### src/rtl/m_cp0_timer_pkg.sv
// Shared constants and helpers for the M-stage CP0 with Count/Compare timer.
package m_cp0_timer_pkg;

    // Register select values seen on CP0Add
    localparam logic [4:0] CP0_BADVADDR = 5'd8;
    localparam logic [4:0] CP0_COUNT    = 5'd9;
    localparam logic [4:0] CP0_COMPARE  = 5'd11;
    localparam logic [4:0] CP0_SR       = 5'd12;
    localparam logic [4:0] CP0_CAUSE    = 5'd13;
    localparam logic [4:0] CP0_EPC      = 5'd14;
    localparam logic [4:0] CP0_PRID     = 5'd15;

    // Exception codes written into Cause.ExcCode
    localparam logic [4:0] EXC_INT     = 5'd0;
    localparam logic [4:0] EXC_ADEL    = 5'd4;
    localparam logic [4:0] EXC_ADES    = 5'd5;
    localparam logic [4:0] EXC_SYSCALL = 5'd8;
    localparam logic [4:0] EXC_RI      = 5'd10;
    localparam logic [4:0] EXC_OV      = 5'd12;

    // SR / Cause bit positions
    localparam int SR_IE       = 0;
    localparam int SR_EXL      = 1;
    localparam int SR_IM_LO    = 10;
    localparam int CAUSE_EXC_LO = 2;
    localparam int CAUSE_IP_LO = 10;
    localparam int CAUSE_TI    = 30;
    localparam int CAUSE_BD    = 31;

    // Width of the IP/IM field in SR and Cause
    localparam int IP_W = 6;

    // Only IM, EXL and IE are software writable in SR
    localparam logic [31:0] SR_WMASK = 32'h0000_FC03;

    // Outcome of the per-cycle interrupt/exception arbitration
    typedef enum logic [1:0] {
        EV_NONE = 2'd0,
        EV_INT  = 2'd1,
        EV_EXC  = 2'd2
    } cp0_event_e;

    // Assemble the architectural Cause word from its live fields
    function automatic logic [31:0] cause_pack(
        input logic            bd,
        input logic            ti,
        input logic [IP_W-1:0] ip,
        input logic [4:0]      code
    );
        logic [31:0] w;
        w                            = '0;
        w[CAUSE_BD]                  = bd;
        w[CAUSE_TI]                  = ti;
        w[CAUSE_IP_LO +: IP_W]       = ip;
        w[CAUSE_EXC_LO +: 5]         = code;
        return w;
    endfunction

endpackage

### src/rtl/m_cp0_timer_if.sv
// Pipeline-side bundle of the CP0: mtc0/mfc0 access, victim info, interrupts, flush request.
interface m_cp0_timer_if #(
    parameter int NUM_HWINT = 6
) ();
    logic                 WE;
    logic [4:0]           CP0Add;
    logic [31:0]          CP0In;
    logic [31:0]          VPC;
    logic                 BDIn;
    logic [4:0]           ExcCodeIn;
    logic [31:0]          BadVAddrIn;
    logic [NUM_HWINT-1:0] HWInt;
    logic                 EXLClr;
    logic [31:0]          CP0Out;
    logic [31:0]          EPCOut;
    logic                 Req;
    logic                 TimerIRQ;

    // Pipeline side drives requests and consumes CP0 results
    modport master (
        output WE, CP0Add, CP0In, VPC, BDIn, ExcCodeIn, BadVAddrIn, HWInt, EXLClr,
        input  CP0Out, EPCOut, Req, TimerIRQ
    );

    // CP0 side
    modport slave (
        input  WE, CP0Add, CP0In, VPC, BDIn, ExcCodeIn, BadVAddrIn, HWInt, EXLClr,
        output CP0Out, EPCOut, Req, TimerIRQ
    );
endinterface

### src/rtl/m_cp0_timer_timer.sv
// Prescaled Count/Compare timer with sticky match flag (TI).
module m_cp0_timer_timer #(
    parameter int TIMER_DIV = 1
) (
    input  logic        clk,
    input  logic        rst_n,
    input  logic        count_we,
    input  logic        compare_we,
    input  logic [31:0] wdata,
    output logic [31:0] count,
    output logic [31:0] compare,
    output logic        ti
);
    // Prescaler needs at least one bit even when every cycle is a tick
    localparam int            PW         = (TIMER_DIV > 1) ? $clog2(TIMER_DIV) : 1;
    localparam logic [PW-1:0] PRESC_LAST = PW'(TIMER_DIV - 1);

    logic [PW-1:0] presc_q, presc_d;
    logic [31:0]   count_q, count_d;
    logic [31:0]   compare_q, compare_d;
    logic          ti_q, ti_d;
    logic          tick;
    logic [31:0]   count_inc;

    assign tick      = (presc_q == PRESC_LAST);
    assign count_inc = count_q + 32'd1;

    // Next-state: a Count write restarts the prescaler; TI is only set by an increment
    // landing on Compare, and a Compare write in the same cycle clears it regardless.
    always_comb begin
        presc_d   = presc_q;
        count_d   = count_q;
        compare_d = compare_q;
        ti_d      = ti_q;
        if (count_we) begin
            count_d = wdata;
            presc_d = '0;
        end else if (tick) begin
            presc_d = '0;
            count_d = count_inc;
            if (count_inc == compare_q) begin
                ti_d = 1'b1;
            end
        end else begin
            presc_d = presc_q + 1'b1;
        end
        if (compare_we) begin
            compare_d = wdata;
            ti_d      = 1'b0;
        end
    end

    // Timer state registers
    always_ff @(posedge clk or negedge rst_n) begin
        if (!rst_n) begin
            presc_q   <= '0;
            count_q   <= '0;
            compare_q <= '0;
            ti_q      <= 1'b0;
        end else begin
            presc_q   <= presc_d;
            count_q   <= count_d;
            compare_q <= compare_d;
            ti_q      <= ti_d;
        end
    end

    assign count   = count_q;
    assign compare = compare_q;
    assign ti      = ti_q;

endmodule

### src/rtl/m_cp0_timer.sv
// M-stage CP0: SR/Cause/EPC/BadVAddr/PRId, interrupt vs exception arbitration, flush
// request, and a prescaled Count/Compare timer folded onto one IP line.
module m_cp0_timer
    import m_cp0_timer_pkg::*;
#(
    parameter int          NUM_HWINT  = 6,
    parameter int          TIMER_LINE = 5,
    parameter int          TIMER_DIV  = 1,
    parameter logic [31:0] EXC_MASK   = 32'h0000_1530,
    parameter logic [31:0] PRID_VAL   = 32'h0000_7A01
) (
    input logic          Clk,
    input logic          Reset,
    m_cp0_timer_if.slave bus
);
    localparam logic [IP_W-1:0] TIMER_BIT = IP_W'(1) << TIMER_LINE;

    logic [31:0]     sr_q, sr_d;
    logic [31:0]     epc_q, epc_d;
    logic [31:0]     badv_q, badv_d;
    logic            bd_q, bd_d;
    logic [4:0]      code_q, code_d;
    logic [IP_W-1:0] ip_q, ip_d;

    logic [IP_W-1:0] hw_ip;
    logic [IP_W-1:0] ip_now;
    logic            int_req;
    logic            exc_req;
    logic            req;
    cp0_event_e      ev;
    logic            wr_ok;
    logic            count_we;
    logic            compare_we;
    logic [31:0]     count_val;
    logic [31:0]     compare_val;
    logic            ti;
    logic [31:0]     rdata;

    // Pending lines: external levels plus the timer flag on its configured line.
    // Bits above NUM_HWINT stay zero, so unused IM bits can never enable anything.
    assign hw_ip  = IP_W'(bus.HWInt);
    assign ip_now = hw_ip | (ti ? TIMER_BIT : '0);

    assign int_req = ~sr_q[SR_EXL] & sr_q[SR_IE] & (|(ip_now & sr_q[SR_IM_LO +: IP_W]));
    assign exc_req = ~int_req & EXC_MASK[bus.ExcCodeIn] & (bus.ExcCodeIn != EXC_INT);
    assign req     = int_req | exc_req;
    assign ev      = int_req ? EV_INT : (exc_req ? EV_EXC : EV_NONE);

    // mtc0 only lands when no exception is being taken
    assign wr_ok      = bus.WE & ~req;
    assign count_we   = wr_ok & (bus.CP0Add == CP0_COUNT);
    assign compare_we = wr_ok & (bus.CP0Add == CP0_COMPARE);

    m_cp0_timer_timer #(
        .TIMER_DIV (TIMER_DIV)
    ) u_timer (
        .clk        (Clk),
        .rst_n      (Reset),
        .count_we   (count_we),
        .compare_we (compare_we),
        .wdata      (bus.CP0In),
        .count      (count_val),
        .compare    (compare_val),
        .ti         (ti)
    );

    // Next-state of the exception registers: entry has priority over eret and mtc0,
    // and an SR write beats an eret landing in the same cycle.
    always_comb begin
        sr_d   = sr_q;
        epc_d  = epc_q;
        badv_d = badv_q;
        bd_d   = bd_q;
        code_d = code_q;
        ip_d   = ip_now;
        case (ev)
            EV_INT: begin
                sr_d[SR_EXL] = 1'b1;
                epc_d        = bus.VPC;
                bd_d         = bus.BDIn;
                code_d       = EXC_INT;
            end
            EV_EXC: begin
                sr_d[SR_EXL] = 1'b1;
                epc_d        = bus.VPC;
                bd_d         = bus.BDIn;
                code_d       = bus.ExcCodeIn;
                if ((bus.ExcCodeIn == EXC_ADEL) || (bus.ExcCodeIn == EXC_ADES)) begin
                    badv_d = bus.BadVAddrIn;
                end
            end
            default: begin
                if (bus.EXLClr) begin
                    sr_d[SR_EXL] = 1'b0;
                end
                if (bus.WE) begin
                    case (bus.CP0Add)
                        CP0_SR:  sr_d  = bus.CP0In & SR_WMASK;
                        CP0_EPC: epc_d = bus.CP0In;
                        default: ;
                    endcase
                end
            end
        endcase
    end

    // Exception register file
    always_ff @(posedge Clk or negedge Reset) begin
        if (!Reset) begin
            sr_q   <= '0;
            epc_q  <= '0;
            badv_q <= '0;
            bd_q   <= 1'b0;
            code_q <= '0;
            ip_q   <= '0;
        end else begin
            sr_q   <= sr_d;
            epc_q  <= epc_d;
            badv_q <= badv_d;
            bd_q   <= bd_d;
            code_q <= code_d;
            ip_q   <= ip_d;
        end
    end

    // mfc0 read mux on the pre-edge register values; TI is shown live in Cause[30]
    always_comb begin
        rdata = '0;
        case (bus.CP0Add)
            CP0_BADVADDR: rdata = badv_q;
            CP0_COUNT:    rdata = count_val;
            CP0_COMPARE:  rdata = compare_val;
            CP0_SR:       rdata = sr_q;
            CP0_CAUSE:    rdata = cause_pack(bd_q, ti, ip_q, code_q);
            CP0_EPC:      rdata = epc_q;
            CP0_PRID:     rdata = PRID_VAL;
            default:      rdata = '0;
        endcase
    end

    assign bus.CP0Out   = rdata;
    assign bus.EPCOut   = epc_q;
    assign bus.Req      = req;
    assign bus.TimerIRQ = ti;

endmodule

### src/flat_wrapper.sv
// flat-port wrapper written by rule: the top's interface ports become plain ports
module m_cp0_timer_flat import m_cp0_timer_pkg::*;
#(
    parameter int          NUM_HWINT  = 6,
    parameter int          TIMER_LINE = 5,
    parameter int          TIMER_DIV  = 1,
    parameter logic [31:0] EXC_MASK   = 32'h0000_1530,
    parameter logic [31:0] PRID_VAL   = 32'h0000_7A01
)
  (Clk, Reset, bus_WE, bus_CP0Add, bus_CP0In, bus_VPC, bus_BDIn, bus_ExcCodeIn, bus_BadVAddrIn, bus_HWInt, bus_EXLClr, bus_CP0Out, bus_EPCOut, bus_Req, bus_TimerIRQ);
  m_cp0_timer_if #(.NUM_HWINT(NUM_HWINT)) bus_i ();
  input logic Clk;
  input logic Reset;
  input wire logic [$bits(bus_i.WE)-1:0] bus_WE;
  input wire logic [$bits(bus_i.CP0Add)-1:0] bus_CP0Add;
  input wire logic [$bits(bus_i.CP0In)-1:0] bus_CP0In;
  input wire logic [$bits(bus_i.VPC)-1:0] bus_VPC;
  input wire logic [$bits(bus_i.BDIn)-1:0] bus_BDIn;
  input wire logic [$bits(bus_i.ExcCodeIn)-1:0] bus_ExcCodeIn;
  input wire logic [$bits(bus_i.BadVAddrIn)-1:0] bus_BadVAddrIn;
  input wire logic [$bits(bus_i.HWInt)-1:0] bus_HWInt;
  input wire logic [$bits(bus_i.EXLClr)-1:0] bus_EXLClr;
  output wire logic [$bits(bus_i.CP0Out)-1:0] bus_CP0Out;
  output wire logic [$bits(bus_i.EPCOut)-1:0] bus_EPCOut;
  output wire logic [$bits(bus_i.Req)-1:0] bus_Req;
  output wire logic [$bits(bus_i.TimerIRQ)-1:0] bus_TimerIRQ;
  assign bus_i.WE = bus_WE;
  assign bus_i.CP0Add = bus_CP0Add;
  assign bus_i.CP0In = bus_CP0In;
  assign bus_i.VPC = bus_VPC;
  assign bus_i.BDIn = bus_BDIn;
  assign bus_i.ExcCodeIn = bus_ExcCodeIn;
  assign bus_i.BadVAddrIn = bus_BadVAddrIn;
  assign bus_i.HWInt = bus_HWInt;
  assign bus_i.EXLClr = bus_EXLClr;
  assign bus_CP0Out = bus_i.CP0Out;
  assign bus_EPCOut = bus_i.EPCOut;
  assign bus_Req = bus_i.Req;
  assign bus_TimerIRQ = bus_i.TimerIRQ;
  m_cp0_timer #(.NUM_HWINT(NUM_HWINT), .TIMER_LINE(TIMER_LINE), .TIMER_DIV(TIMER_DIV), .EXC_MASK(EXC_MASK), .PRID_VAL(PRID_VAL)) u_core (.Clk(Clk), .Reset(Reset), .bus(bus_i));
endmodule
### config.mk
export PLATFORM = sky130hd
export DESIGN_NAME = m_cp0_timer_flat
export DESIGN_NICKNAME = d
export VERILOG_FILES = /design/src/rtl/m_cp0_timer_pkg.sv /design/src/rtl/m_cp0_timer_if.sv /design/src/rtl/m_cp0_timer_timer.sv /design/src/rtl/m_cp0_timer.sv /design/src/flat_wrapper.sv
export SDC_FILE = /design/constraint.sdc
export NUM_CORES = 1
export LEC_CHECK = 0
export CAP_MARGIN = 30
export CORE_MARGIN = 2
export CORE_UTILIZATION = 53
export CTS_BUF_LIST = sky130_fd_sc_hd__clkbuf_4
export DETAILED_ROUTE_END_ITERATION = 8
export PLACE_DENSITY = 0.93
export SLEW_MARGIN = 20
export SYNTH_ARGS = -nofsm -noshare
export SYNTH_HDL_FRONTEND = slang
export SYNTH_SLANG_ARGS = --single-unit
### constraint.sdc
create_clock -name Clk -period 4.1 [get_ports Clk]
set_input_delay 0.41 -clock Clk [delete_from_list [all_inputs] [get_ports Clk]]
set_output_delay 0.41 -clock Clk [all_outputs]
set_load 0.01 [all_outputs]
# Word level (Yosys, flattened, before mapping)
# Memory sizes are Yosys's and may differ from the RTL's.
# Cells that the tools add are included.
op_classes:
  n_eq_ne: 15
  bitwise: 14
  n_addsub: 2
  muxes: 21
  reduce_logical: 12
  order_cmp: 1
ops:
  columns: ["op", "count"]
  rows:
  - ["one-hot mux 32 bit (7 select lines)", 1]
  - ["2-to-1 mux 32 bit", 5]
  - ["== test 5 x 4 -> 1 bit (second input constant)", 7]
  - ["adder 32 x 1 -> 32 bit (second input constant)", 1]
  - ["== test 32 bit", 1]
  - ["== test 5 x 3 -> 1 bit (second input constant)", 2]
  - ["one-hot mux 5 bit (2 select lines)", 1]
  - ["2-to-1 mux 1 bit", 9]
  - ["2-to-1 mux 2 bit", 4]
  - ["nonzero test 2 bit", 4]
  - ["AND 1 bit", 7]
  - ["AND 6 bit", 1]
  - ["less-than comparator 5 x 6 -> 1 bit (second input constant)", 1]
  - ["2-to-1 mux 6 bit", 1]
  - ["bitwise OR 6 bit", 1]
  - ["AND reduction 3 bit", 2]
  - ["OR reduction 6 bit", 1]
  - ["nonzero test 5 bit", 1]
  - ["!= test 2 x 1 -> 1 bit (second input constant)", 2]
  - ["NOT 1 bit", 4]
  - ["AND reduction 2 bit", 2]
  - ["== test 2 x 1 -> 1 bit (second input constant)", 1]
  - ["== test 2 bit (second input constant)", 1]
  - ["!= test 2 bit (second input constant)", 1]
  - ["4 further kinds", 4]
totals:
  mem_count: 1
  wordCells: 77
  romBits: 32
  ff_bits: 150
  output_inout_bits: 66
mem_list:
  columns: ["name", "depth", "word_bits", "rd", "rd_ports_with_merged_regs", "wr", "line", "rtl"]
  rows:
  - ["(no name shown)", 32, 1, 1, 0, 0, "m_cp0_timer.sv:45", "assign exc_req = ~int_req & EXC_MASK[bus.ExcCodeIn] & (bus.ExcCodeIn != EXC_INT);"]

# Logic depth before layout (Yosys ltp)
# Gate-level depths: netlist of run 1.
depth:
  ltp_word: 14
  ltp_mapped: 11

# By module
# Synthesis of run 1 repeated with hierarchy kept, for this count alone.
hier_totals:
  cells_unflattened: 763
  hier_area_um2: 8349.3
by_module_without_submodules:
  columns: ["mod", "cells_each", "area_per_inst_um2", "n_inst", "seq_area_each_um2"]
  rows:
  - ["m_cp0_timer", 364, 4369.2, 1, 2102.0]
  - ["m_cp0_timer_timer", 399, 3980.1, 1, 1626.6]

# Least setup slack after synthesis of run 1
# OpenSTA, ideal clock, no wires.
synth_timing:
  kind: "register to register"
  from: "reg u_core.u_timer.count_q[0] (netlist: u_core.u_timer.count[0])"
  to: "reg u_core.u_timer.ti_q (netlist: u_core.u_timer.ti)"
  setup_time_ps: 66
  path_slack_ps: 1156
  path_stages_with_launch: 12
  arrival_time_ps: 2879
  synth_period_minus_slack_ps: 2944
  cell_sequence: "dfrtp_1 > ha_1 > buf_2 > nand2_1 > or4_1 > buf_2 > nor4_1 > xnor2_1 > o2bb2ai_1 > a2111o_1 > nor4_1 > a31o_1"
synth_via:
  elab_chain_len: 4
synth_lines:
  columns: ["item", "line", "rtl"]
  rows:
  - ["from (decl)", "m_cp0_timer_timer.sv:19", "logic [31:0] count_q, count_d;"]
  - ["from (signal assigned)", "m_cp0_timer_timer.sv:62", "count_q <= count_d;"]
  - ["adder 32 x 1 -> 32 bit", "m_cp0_timer_timer.sv:26", "assign count_inc = count_q + 32'd1;"]
  - ["== test 32 bit", "m_cp0_timer_timer.sv:41", "if (count_inc == compare_q) begin"]
  - ["nonzero test 2 bit (no line)", null, null]
  - ["AND reduction 3 bit (no line)", null, null]
  - ["to (signal assigned)", "m_cp0_timer_timer.sv:64", "ti_q <= ti_d;"]
  - ["to (decl)", "m_cp0_timer_timer.sv:21", "logic ti_q, ti_d;"]
# Every way passes these cells.
# A chain may end at the register's enable or synchronous reset.

# Worst setup path after layout of run 1
# Same ends and word-level chain as after synthesis.

==> flow_summary.json, run 1 <==
{
  "path_depth": 9,
  "holdCritPathClass": "input port to register",
  "htree_num_levels": 4,
  "cts_setup_buffers": 0,
  "hold_violations": 0,
  "hpwl_um": 17590,
  "groute.usage.overall_pct": 30.15,
  "p_leak_nw": 4.567,
  "arrival_ns": 4.01,
  "synth_warnings": 0,
  "area_growth_syn_to_layout_pct": 28.51,
  "rows": 45,
  "synthTopCellsByCount": "dfrtp_1 (149), nor2_1 (101), a21oi_1 (85)",
  "cpMostUsedCell": "nor4_1",
  "fp.dieH_um": 128.9,
  "maxCapViolations": 0,
  "worst_slack_ns": 0.6092,
  "status": "finished, final reports clean",
  "grt_antenna_before_repair": 1,
  "netlist_top_cells_area": "dfrtp_1 (45%), mux2_2 (9.1%), mux2i_1 (8.3%)",
  "io_pins": 183,
  "first_global_vias": 7352,
  "slew_violations": 0,
  "grt_pass1_wl_um": 38750,
  "setup_viol": 0,
  "critPathBufInv": 0,
  "grt_max_degree": 86,
  "cts_tree": "built",
  "synth.most_common_cell": "dfrtp_1",
  "ys_seq_elements": 149,
  "cp-start-kind": "register",
  "synth_top_cell_by_area": "dfrtp_1",
  "insertion_delay_ns": 0.57,
  "clock_sinks": 149,
  "via_per_inst": 6.085,
  "synth-adder-area-share_pct": 0.1512,
  "die_w_um": 128.9,
  "overflow": 0,
  "synth-simple-area-share_pct": 14.73,
  "ant_nets": 0,
  "place_ws_ns": 0.6434,
  "cts_buffers": 17,
  "holdBufCountCts": 1,
  "vias": 7338,
  "ys_types": 66,
  "gp_congestion": 0.9460,
  "end_kind": "register",
  "drive_gt1_share_pct": 12.98,
  "netlist_area_sq_um": 8273,
  "synth.top_cell.area_share_pct": 45.07,
  "power_density_nw_per_um2": 498.8,
  "drc": 0,
  "relSlewSlack_pct": 43.47,
  "ff2ff_path_depth": 9,
  "synth_top_family_by_area": "multiplexers",
  "synth_cells": 836,
  "routed_wl_um": 24140,
  "ir_worst_vdd_mv": 0.2649,
  "core_area_sq_um": 15200,
  "fin_nets": 1123,
  "wl_per_cell_um": 20.02,
  "synth_ff_type": "dfrtp_1",
  "fin_crit_sh_pct": 85.14,
  "syn_area_per_cell_sq_um": 9.896,
  "clockBufferDepth": 2,
  "critPathSlowestCell": "or4_1",
  "final_util_pct": 69.93,
  "initial_utilization_pct": 54.42,
  "synth-seq-area-share_pct": 45.07,
  "cp_slowest_stage_delay_ns": 0.73,
  "synth_edf_count": 0,
  "synthMuxAreaShare_pct": 18.28,
  "grt_setup_unrepaired": "false",
  "synth_xor_area_share_pct": 5.475,
  "max_freq_mhz": 286.5,
  "numPortBuffers": 182,
  "hold_depth": 1,
  "synth-compound-area-share_pct": 13.20,
  "critPathRequiredTime_ns": 4.62,
  "firstDrtPassIters": 8,
  "fin_worst_skew_ns": 0.01854,
  "criticalPathCategory": "register to register",
  "period_needed_ns": 3.491,
  "dp_cells": 1173,
  "crit_family": "simple AND/OR/NAND/NOR gates",
  "syn_nets": 954,
  "dieArea_sq_um": 16620,
  "setup_tns_ns": 0,
  "clockRootBuffer": "clkbuf_4",
  "cp_cell_sequence": "ha_1 -> nand2_1 -> or4_1 -> nor4_1 -> xnor2_1 -> o2bb2ai_1 -> a2111o_1 -> nor4_1 -> a31o_1",
  "path_max_fanout": 9,
  "cts_resized": 0,
  "cts.clk_slew.worst_paths_ns": 0.13,
  "drtIter0Drc": 763,
  "synth-async-reset-ratio_pct": 100.0,
  "final_cells": 1206,
  "worst_pin_slew_ns": 0.8402
}
==> cell usage in the layout, fill, tap and decap left out, types with 4 or more instances in the layout <==
master and n:
buf_4 19, dfrtp_1 149, a22oi_1 10, inv_1 11, nor2_1 100, clkbuf_4 20, nand4_1 10, clkdlybuf4s50_1 179
o32ai_1 4, a21oi_1 85, mux2i_1 69, bufinv_16 6, xnor2_1 33, nor2b_1 5, xor2_1 16, a211oi_1 5
nor3_1 9, nor4_1 7, nand3_1 14, nand2_1 59, or4_1 4, o21ai_0 44, and3_1 8, mux2_2 67
mux2_1 6, nand2b_1 7
==> stage by stage <==
step	power, mW	hold slack, ns	area (sq um)
3_3_place_gp	4.057	0.4740	10260
6_report	5.303	0.2901	10630
4_1_cts	5.282	0.2733	10630
2_1_floorplan	3.342	0.1144	8273
3_5_place_dp	4.144	0.4850	10260
5_1_grt	5.581	0.2745	10630
==> state kept, by name (all words and copies together), names as in the netlist <==
register	count
u_core.u_timer.count	32
u_core.ip_q	6
u_core.u_timer.ti	1
u_core.code_q	5
u_core.badv_q	32
u_core.bd_q	1
u_core.bus.EPCOut	32
u_core.u_timer.compare	32
u_core.sr_q	8
==> layout make-up <==
class / instances / area, sq um
clock inverters: 11 / 206.4
inverters: 11 / 41.29
repair buffers: 202 / 1966
multi-input cells: 624 / 4302
flip-flops and latches: 149 / 3729
well taps: 188 / 235.2
diodes: 1 / 2.502
fillers: 1074 / 4571
clock buffers: 20 / 150.1
==> layer usage <==
metal	share of wire (%)	global-route usage, %	wire length (um)	vias up
li1	-	-	-	3345
met3	7.2	6.029	1736	65
met1	41	39.14	9938	3569
met5	0	0	0	-
met2	49	49.58	11720	359
met4	3.1	12.72	744	0
==> final timing paths <==
kind,from,slack (ns),endpoint
max,u_core.u_timer.count[0],0.61,u_core.u_timer.ti
min,bus_HWInt[4],0.29,u_core.ip_q[4]
max reg2reg,u_core.u_timer.count[0],0.61,u_core.u_timer.ti
min reg2reg,u_core.code_q[4],0.52,u_core.code_q[4]
max in group asynchronous,Reset,2.70,u_core.u_timer.count[16]
min in group asynchronous,Reset,0.44,u_core.code_q[1]
==> logic make-up (layout without fill, tap and decap cells) <==
logic type      after synthesis  in the layout
xor+xnor                     50             50
compound gates              182            182
flops                       149            149
buf+inv                      63            244
fa+ha+maj                     1              1
other cells                   0              1
mux                         142            142
simple gates                249            249
==> power by group <==
| part | switching, mW | leakage [nW] | internal (mW) |
|---|---|---|---|
| combinational | 0.817 | 2.60 | 0.934 |
| clock | 0.533 | 0.192 | 0.618 |
| sequential | 0.508 | 1.77 | 1.89 |
| total | 1.86 | 4.57 | 3.44 |
No activity file was read; power rests on OpenSTA's default activity.
==> run 2, diff against run 1 <==
--- a/config.mk
+++ b/config.mk
@@ -11,7 +11,6 @@
 export CTS_BUF_LIST = sky130_fd_sc_hd__clkbuf_4
 export DETAILED_ROUTE_END_ITERATION = 8
 export PLACE_DENSITY = 0.93
-export SLEW_MARGIN = 20
 export SYNTH_ARGS = -nofsm -noshare
 export SYNTH_HDL_FRONTEND = slang
 export SYNTH_SLANG_ARGS = --single-unit
==> results of run 2 <==
Same layout as run 1: the final DEF is identical, and so are final timing and power.
